### src/rtl/uart_tx_cfg.sv
// Configurable UART transmitter: multi-push word buffer feeding a 5-state serialiser.
// Frame = start, DATA_W bits LSB first, optional parity, STOP_BITS stop bits; bit time = div_l+1 clocks.
module uart_tx_cfg #(
  parameter int DATA_W    = 8,
  parameter int PARITY    = 0,
  parameter int STOP_BITS = 1,
  parameter int DEPTH     = 4,
  parameter int N         = 4,
  parameter int DIV_W     = 16
)(
  input  logic                          clk,
  input  logic                          arstn,
  input  logic [$clog2(N+1)-1:0]        push,
  input  logic [N-1:0][DATA_W-1:0]      data_i,
  output logic [$clog2(N+1)-1:0]        can_push,
  input  logic [DIV_W-1:0]              div,
  input  logic                          tx_en,
  output logic                          tx,
  output logic                          busy,
  output logic                          tx_done,
  output logic                          overflow
);
  localparam int PW = $clog2(N+1);
  localparam int AW = (DEPTH > 1) ? $clog2(DEPTH) : 1;
  localparam int CW = $clog2(DEPTH+1);
  localparam int BW = $clog2(DATA_W);

  typedef enum logic [2:0] {S_IDLE, S_START, S_DATA, S_PAR, S_STOP} state_t;
  state_t state, state_n;

  logic [DEPTH-1:0][DATA_W-1:0] mem;
  logic [AW-1:0]                rd_ptr, wr_ptr, wr_ptr_n;
  logic [N-1:0][AW-1:0]         lane_idx;
  logic [CW-1:0]                count, free;
  logic                         pop, wr_ok;

  logic [DIV_W-1:0]  cnt, div_l;
  logic [DATA_W-1:0] sh;
  logic              par_bit;
  logic [BW-1:0]     bit_idx;
  logic              stop_idx;
  logic              bit_end, last_data, last_stop;

  // Pointer sums never exceed 2*DEPTH-1, so one conditional subtract wraps them.
  function automatic logic [AW-1:0] wrap(input int p);
    return AW'((p >= DEPTH) ? p - DEPTH : p);
  endfunction

  // Free space counts the slot released by this cycle's pop.
  assign free     = CW'(DEPTH) - count + CW'(pop);
  assign can_push = (free >= CW'(N)) ? PW'(N) : PW'(free);
  assign wr_ok    = (push <= can_push);
  assign wr_ptr_n = wrap(int'(wr_ptr) + int'(push));

  generate
    for (genvar i = 0; i < N; i++) begin : g_lane
      assign lane_idx[i] = wrap(int'(wr_ptr) + i);
    end
  endgenerate

  always_ff @(posedge clk) begin
    for (int i = 0; i < N; i++)
      if (wr_ok && i < int'(push)) mem[lane_idx[i]] <= data_i[i];
  end

  always_ff @(posedge clk) begin
    if (!arstn) begin
      rd_ptr   <= '0;
      wr_ptr   <= '0;
      count    <= '0;
      overflow <= 1'b0;
    end else begin
      if (pop)   rd_ptr <= (rd_ptr == AW'(DEPTH-1)) ? '0 : rd_ptr + AW'(1);
      if (wr_ok) wr_ptr <= wr_ptr_n;
      count    <= count - CW'(pop) + (wr_ok ? CW'(push) : '0);
      overflow <= !wr_ok;
    end
  end

  assign bit_end   = (cnt == '0);
  assign last_data = (bit_idx == BW'(DATA_W-1));
  assign last_stop = (stop_idx == 1'(STOP_BITS-1));

  always_ff @(posedge clk) begin
    if (!arstn) state <= S_IDLE;
    else        state <= state_n;
  end

  always_comb begin
    state_n = state;
    case (state)
      S_IDLE:  if (tx_en && count != '0) state_n = S_START;
      S_START: if (bit_end) state_n = S_DATA;
      S_DATA:  if (bit_end && last_data) state_n = (PARITY != 0) ? S_PAR : S_STOP;
      S_PAR:   if (bit_end) state_n = S_STOP;
      S_STOP:  if (bit_end && last_stop) state_n = S_IDLE;
      default: state_n = S_IDLE;
    endcase
  end

  always_comb begin
    tx      = 1'b1;
    busy    = (state != S_IDLE);
    tx_done = 1'b0;
    pop     = 1'b0;
    case (state)
      S_IDLE:  pop     = tx_en && (count != '0);
      S_START: tx      = 1'b0;
      S_DATA:  tx      = sh[0];
      S_PAR:   tx      = par_bit;
      S_STOP:  tx_done = bit_end && last_stop;
      default: ;
    endcase
  end

  // Divisor is sampled at pop so a mid-frame change only affects the next frame.
  always_ff @(posedge clk) begin
    if (!arstn) begin
      cnt      <= '0;
      div_l    <= '0;
      sh       <= '0;
      par_bit  <= 1'b0;
      bit_idx  <= '0;
      stop_idx <= 1'b0;
    end else if (pop) begin
      sh       <= mem[rd_ptr];
      div_l    <= div;
      cnt      <= div;
      par_bit  <= (PARITY == 2) ? ~(^mem[rd_ptr]) : ^mem[rd_ptr];
      bit_idx  <= '0;
      stop_idx <= 1'b0;
    end else if (state != S_IDLE) begin
      if (bit_end) begin
        cnt <= div_l;
        if (state == S_DATA) begin
          sh      <= sh >> 1;
          bit_idx <= bit_idx + BW'(1);
        end
        if (state == S_STOP) stop_idx <= ~stop_idx;
      end else begin
        cnt <= cnt - DIV_W'(1);
      end
    end
  end
endmodule

### config.mk
export PLATFORM = sky130hd
export DESIGN_NAME = uart_tx_cfg
export DESIGN_NICKNAME = d
export VERILOG_FILES = /design/src/rtl/uart_tx_cfg.sv
export SDC_FILE = /design/constraint.sdc
export NUM_CORES = 1
export LEC_CHECK = 0
export BUFFER_PORTS_ARGS = -buffer_cell sky130_fd_sc_hd__clkbuf_2
export CAP_MARGIN = 10
export CORE_MARGIN = 4
export CORE_UTILIZATION = 64
export DETAILED_ROUTE_END_ITERATION = 10
export PLACE_DENSITY_LB_ADDON = 0.2
export SYNTH_ARGS = -nofsm -noshare
export SYNTH_HDL_FRONTEND = slang
export SYNTH_SLANG_ARGS = --single-unit
### constraint.sdc
create_clock -name clk -period 13.4 [get_ports clk]
set_input_delay 4.02 -clock clk [delete_from_list [all_inputs] [get_ports clk]]
set_output_delay 4.02 -clock clk [all_outputs]
set_load 0.01 [all_outputs]
==> results.cfg <==
[timing]
layout_min_cycle_time_ns = 9.895
fin_setup_tns_ns = 0
finalHoldViolCount = 0
max_freq_mhz = 101.1
fin_crit_sh = 0.7384
finalSetupViolCount = 0
timing.slew.headroom = 0.1240
report.final.slew_viol_count = 0
tightest_slew_ns = 1.300
clock_skew_ns = 0.01097
rsz0062_at_grt = no

[place]
hpwl_mm = 11.11
port_buffers = 60
globalplace.congestion = 0.9317

[logic_synthesis]
synth-edff-count = 0
ys_warn_count = 0
yosysTopAreaCell = dfxtp_1
synthTopCellsByArea = dfxtp_1 (32%), o21ai_0 (7.1%), a211oi_1 (6.2%)
synth.most_common_cell = dfxtp_1
synthFlopType = dfxtp_1
synthCells = 688
netlist_area_um2 = 5429
netlist_top_cells_count = dfxtp_1 (88), o21ai_0 (77), nand2_1 (71), a21oi_1 (62)
syn_area_per_cell_um2 = 7.891
synth_top_area_frac = 0.3245
seq_area_frac_synth = 0.3245
synth_nets = 757
synth-seq-cells = 88
yosysUniqueCellTypes = 54
synth_async_sr_flop_share = 0

[floorplan]
dieHeight_um = 100.1
dieArea_um2 = 10020
rows = 33
io_pins = 61
initial_core_util = 0.6607
die_w_um = 100.1
core_um2 = 8217

[power]
finalPower_mw = 1.664
p_leak_nw = 2.410
power.density_nw_per_um2 = 275.8
ir_worst_vdd_uv = 297.3

[cts]
cts_buffer_depth = 2
cts_resized = 0
cts_sinks = 88
cts_tree = built
ctsHoldBuffers = 0
cts_made_buffers = 9
cts_root_buf = clkbuf_8
insertion_delay_ns = 0.37
path_clk_slew_ns = 0.10
post_cts_buffers = 0
cts_max_level = 3

[global_route]
grt_max_degree = 54
grt_antenna_before_repair = 0
grt_util_all_layers = 0.3230
grt_pass1_vias = 5357
grt_pass1_wl_mm = 25.83
grt-ovfl-total = 0

[setup_path]
start_kind = primary input
crit_buf_inv = 5
crit_type = primary input to output pin
max_stage_delay_ns = 0.55
end_kind = output pin
path_cells = clkbuf_2 -> o31a_1 -> nand2_1 -> ha_1 -> inv_1 -> ha_1 -> xor2_1 -> inv_1 -> nand2_1 -> inv_1 -> clkbuf_2
cp_max_fo = 16
crit_path_frequent_cell = inv_1
cp_data_arrival_time_ns = 5.87
cpMaxStageDelayCell = o31a_1
path_delay_family = compound AO/OA/AOI/OAI gates
crit_required_ns = 9.38

[layout]
antenna_cells = 0
final_nets = 797
synthToLayoutAreaGrowth_pct = 11.11
final_util = 0.7341
seqCellArea_um2 = 1762
multi_input_area_um2 = 3423
num-fill-cells = 637
layout-drive-gt1-share = 0.1460

[route]
drt_iter0_markers = 448
wl_per_cell_um = 19.34
wl_mm = 16.21
postRouteAntennaNets = 0
vias_per_cell = 6.715
via_count = 5627
dr.pass1.iters = 5
drc = 0

[status]
status = finished, final reports clean

[flow_run]
drv_cap = 0

[worst_hold_path]
hp-class = flip-flop to flip-flop
[per-stage QoR]
| stage | instance area, um^2 | setup slack (ns) | std cells | hold WS [ns] |
|---|---|---|---|---|
| 2_1_floorplan | 5429 | 3.602 | 688 | 0.4319 |
| 3_3_place_gp | 5789 | 3.579 | 821 | 0.4393 |
| 3_5_place_dp | 5797 | 3.503 | 822 | 0.4502 |
| 4_1_cts | 6032 | 3.492 | 838 | 0.4637 |
| 5_1_grt | 6032 | 3.345 | 838 | 0.4905 |
| 6_report | 6032 | 3.505 | 838 | 0.4639 |
[cells in the final DEF, fill, tap and decap left out, drive strengths merged, types with 2 or more instances in the layout]
cell	instances
mux2i	16
and2	4
nand2	71
nor2	45
bufinv	2
a31oi	2
o31a	2
a22oi	32
dfxtp	88
nand4b	2
clkbuf	70
nor4	3
nand3b	2
a211oi	45
a21boi	24
o21a	6
buf	15
nor3b	3
a211o	2
o211ai	6
o211a	2
o31ai	9
xor2	6
nor2b	6
and3	2
o21ai	78
a21oi	62
nand3	42
nand2b	2
or3	3
inv	21
mux4	8
nand4	3
o22ai	2
nor3	6
ha	14
xnor2	17
[per-layer routing]
layer | global-route usage | part of all wire | wire length, um | vias to the layer above
li1 | - | - | - | 2624
met1 | 0.4016 | 0.39 | 6313 | 2628
met2 | 0.5362 | 0.47 | 7604 | 312
met3 | 0.05212 | 0.093 | 1514 | 63
met4 | 0.1762 | 0.048 | 779 | 0
met5 | 0 | 0 | 0 | -
[worst reg2reg max path, delay by kind of cell (launching register included)]
| kind | cells | cell delay, ns |
|---|---|---|
| fa+ha+maj | 6 | 1.35 |
| simple gates | 7 | 1.04 |
| compound gates | 2 | 0.72 |
| buf+inv | 5 | 0.66 |
| xor+xnor | 3 | 0.60 |
| flops | 1 | 0.45 |
[where the power goes]
| group | internal (mW) | total (mW) | switching (mW) |
|---|---|---|---|
| Clock | 0.113 | 0.222 | 0.109 |
| Combinational | 0.383 | 0.979 | 0.596 |
| Sequential | 0.370 | 0.462 | 0.0926 |
| Total | 0.866 | 1.66 | 0.797 |
[cells by family (layout without fill, tap and decap cells)]
logic type	count (synthesis)	count (layout)	synth area share
buffers and inverters	64	109	0.04586
AO/OA/AOI/OAI	276	276	0.3192
XOR/XNOR	23	23	0.03710
adder cells (fa/ha/maj)	15	15	0.03595
AND/OR/NAND/NOR	198	198	0.1747
flip-flops	88	88	0.3245
multiplexers	24	24	0.06269
[final timing paths]
check / from / endpoint / slack (ns) / depth (start not counted)
setup / recovery: tx_en / can_push[1] / 3.51 / 11
hold reg to reg: div_l[13] / div_l[13] / 0.46 / 2
setup reg to reg: count[2] / count[2] / 8.48 / 23
hold / removal: div_l[13] / div_l[13] / 0.46 / 2
[registers in the layout, indices dropped and copies added, names as in the netlist]
register,count
mem,32
cnt,16
div_l,16
sh,8
bit_idx,3
count,3
state,3
rd_ptr,2
wr_ptr,2
overflow,1
par_bit,1
stop_idx,1
[cell type report]
class	count	share of cell area
multi-input combinational	536	0.5675
sequential	88	0.2921
timing repair buffer	75	0.06845
clock buffer	10	0.02282
tap	105	0.02178
clock inverter	6	0.01618
inverter	18	0.01120
Power figures use the tool's default switching activity.
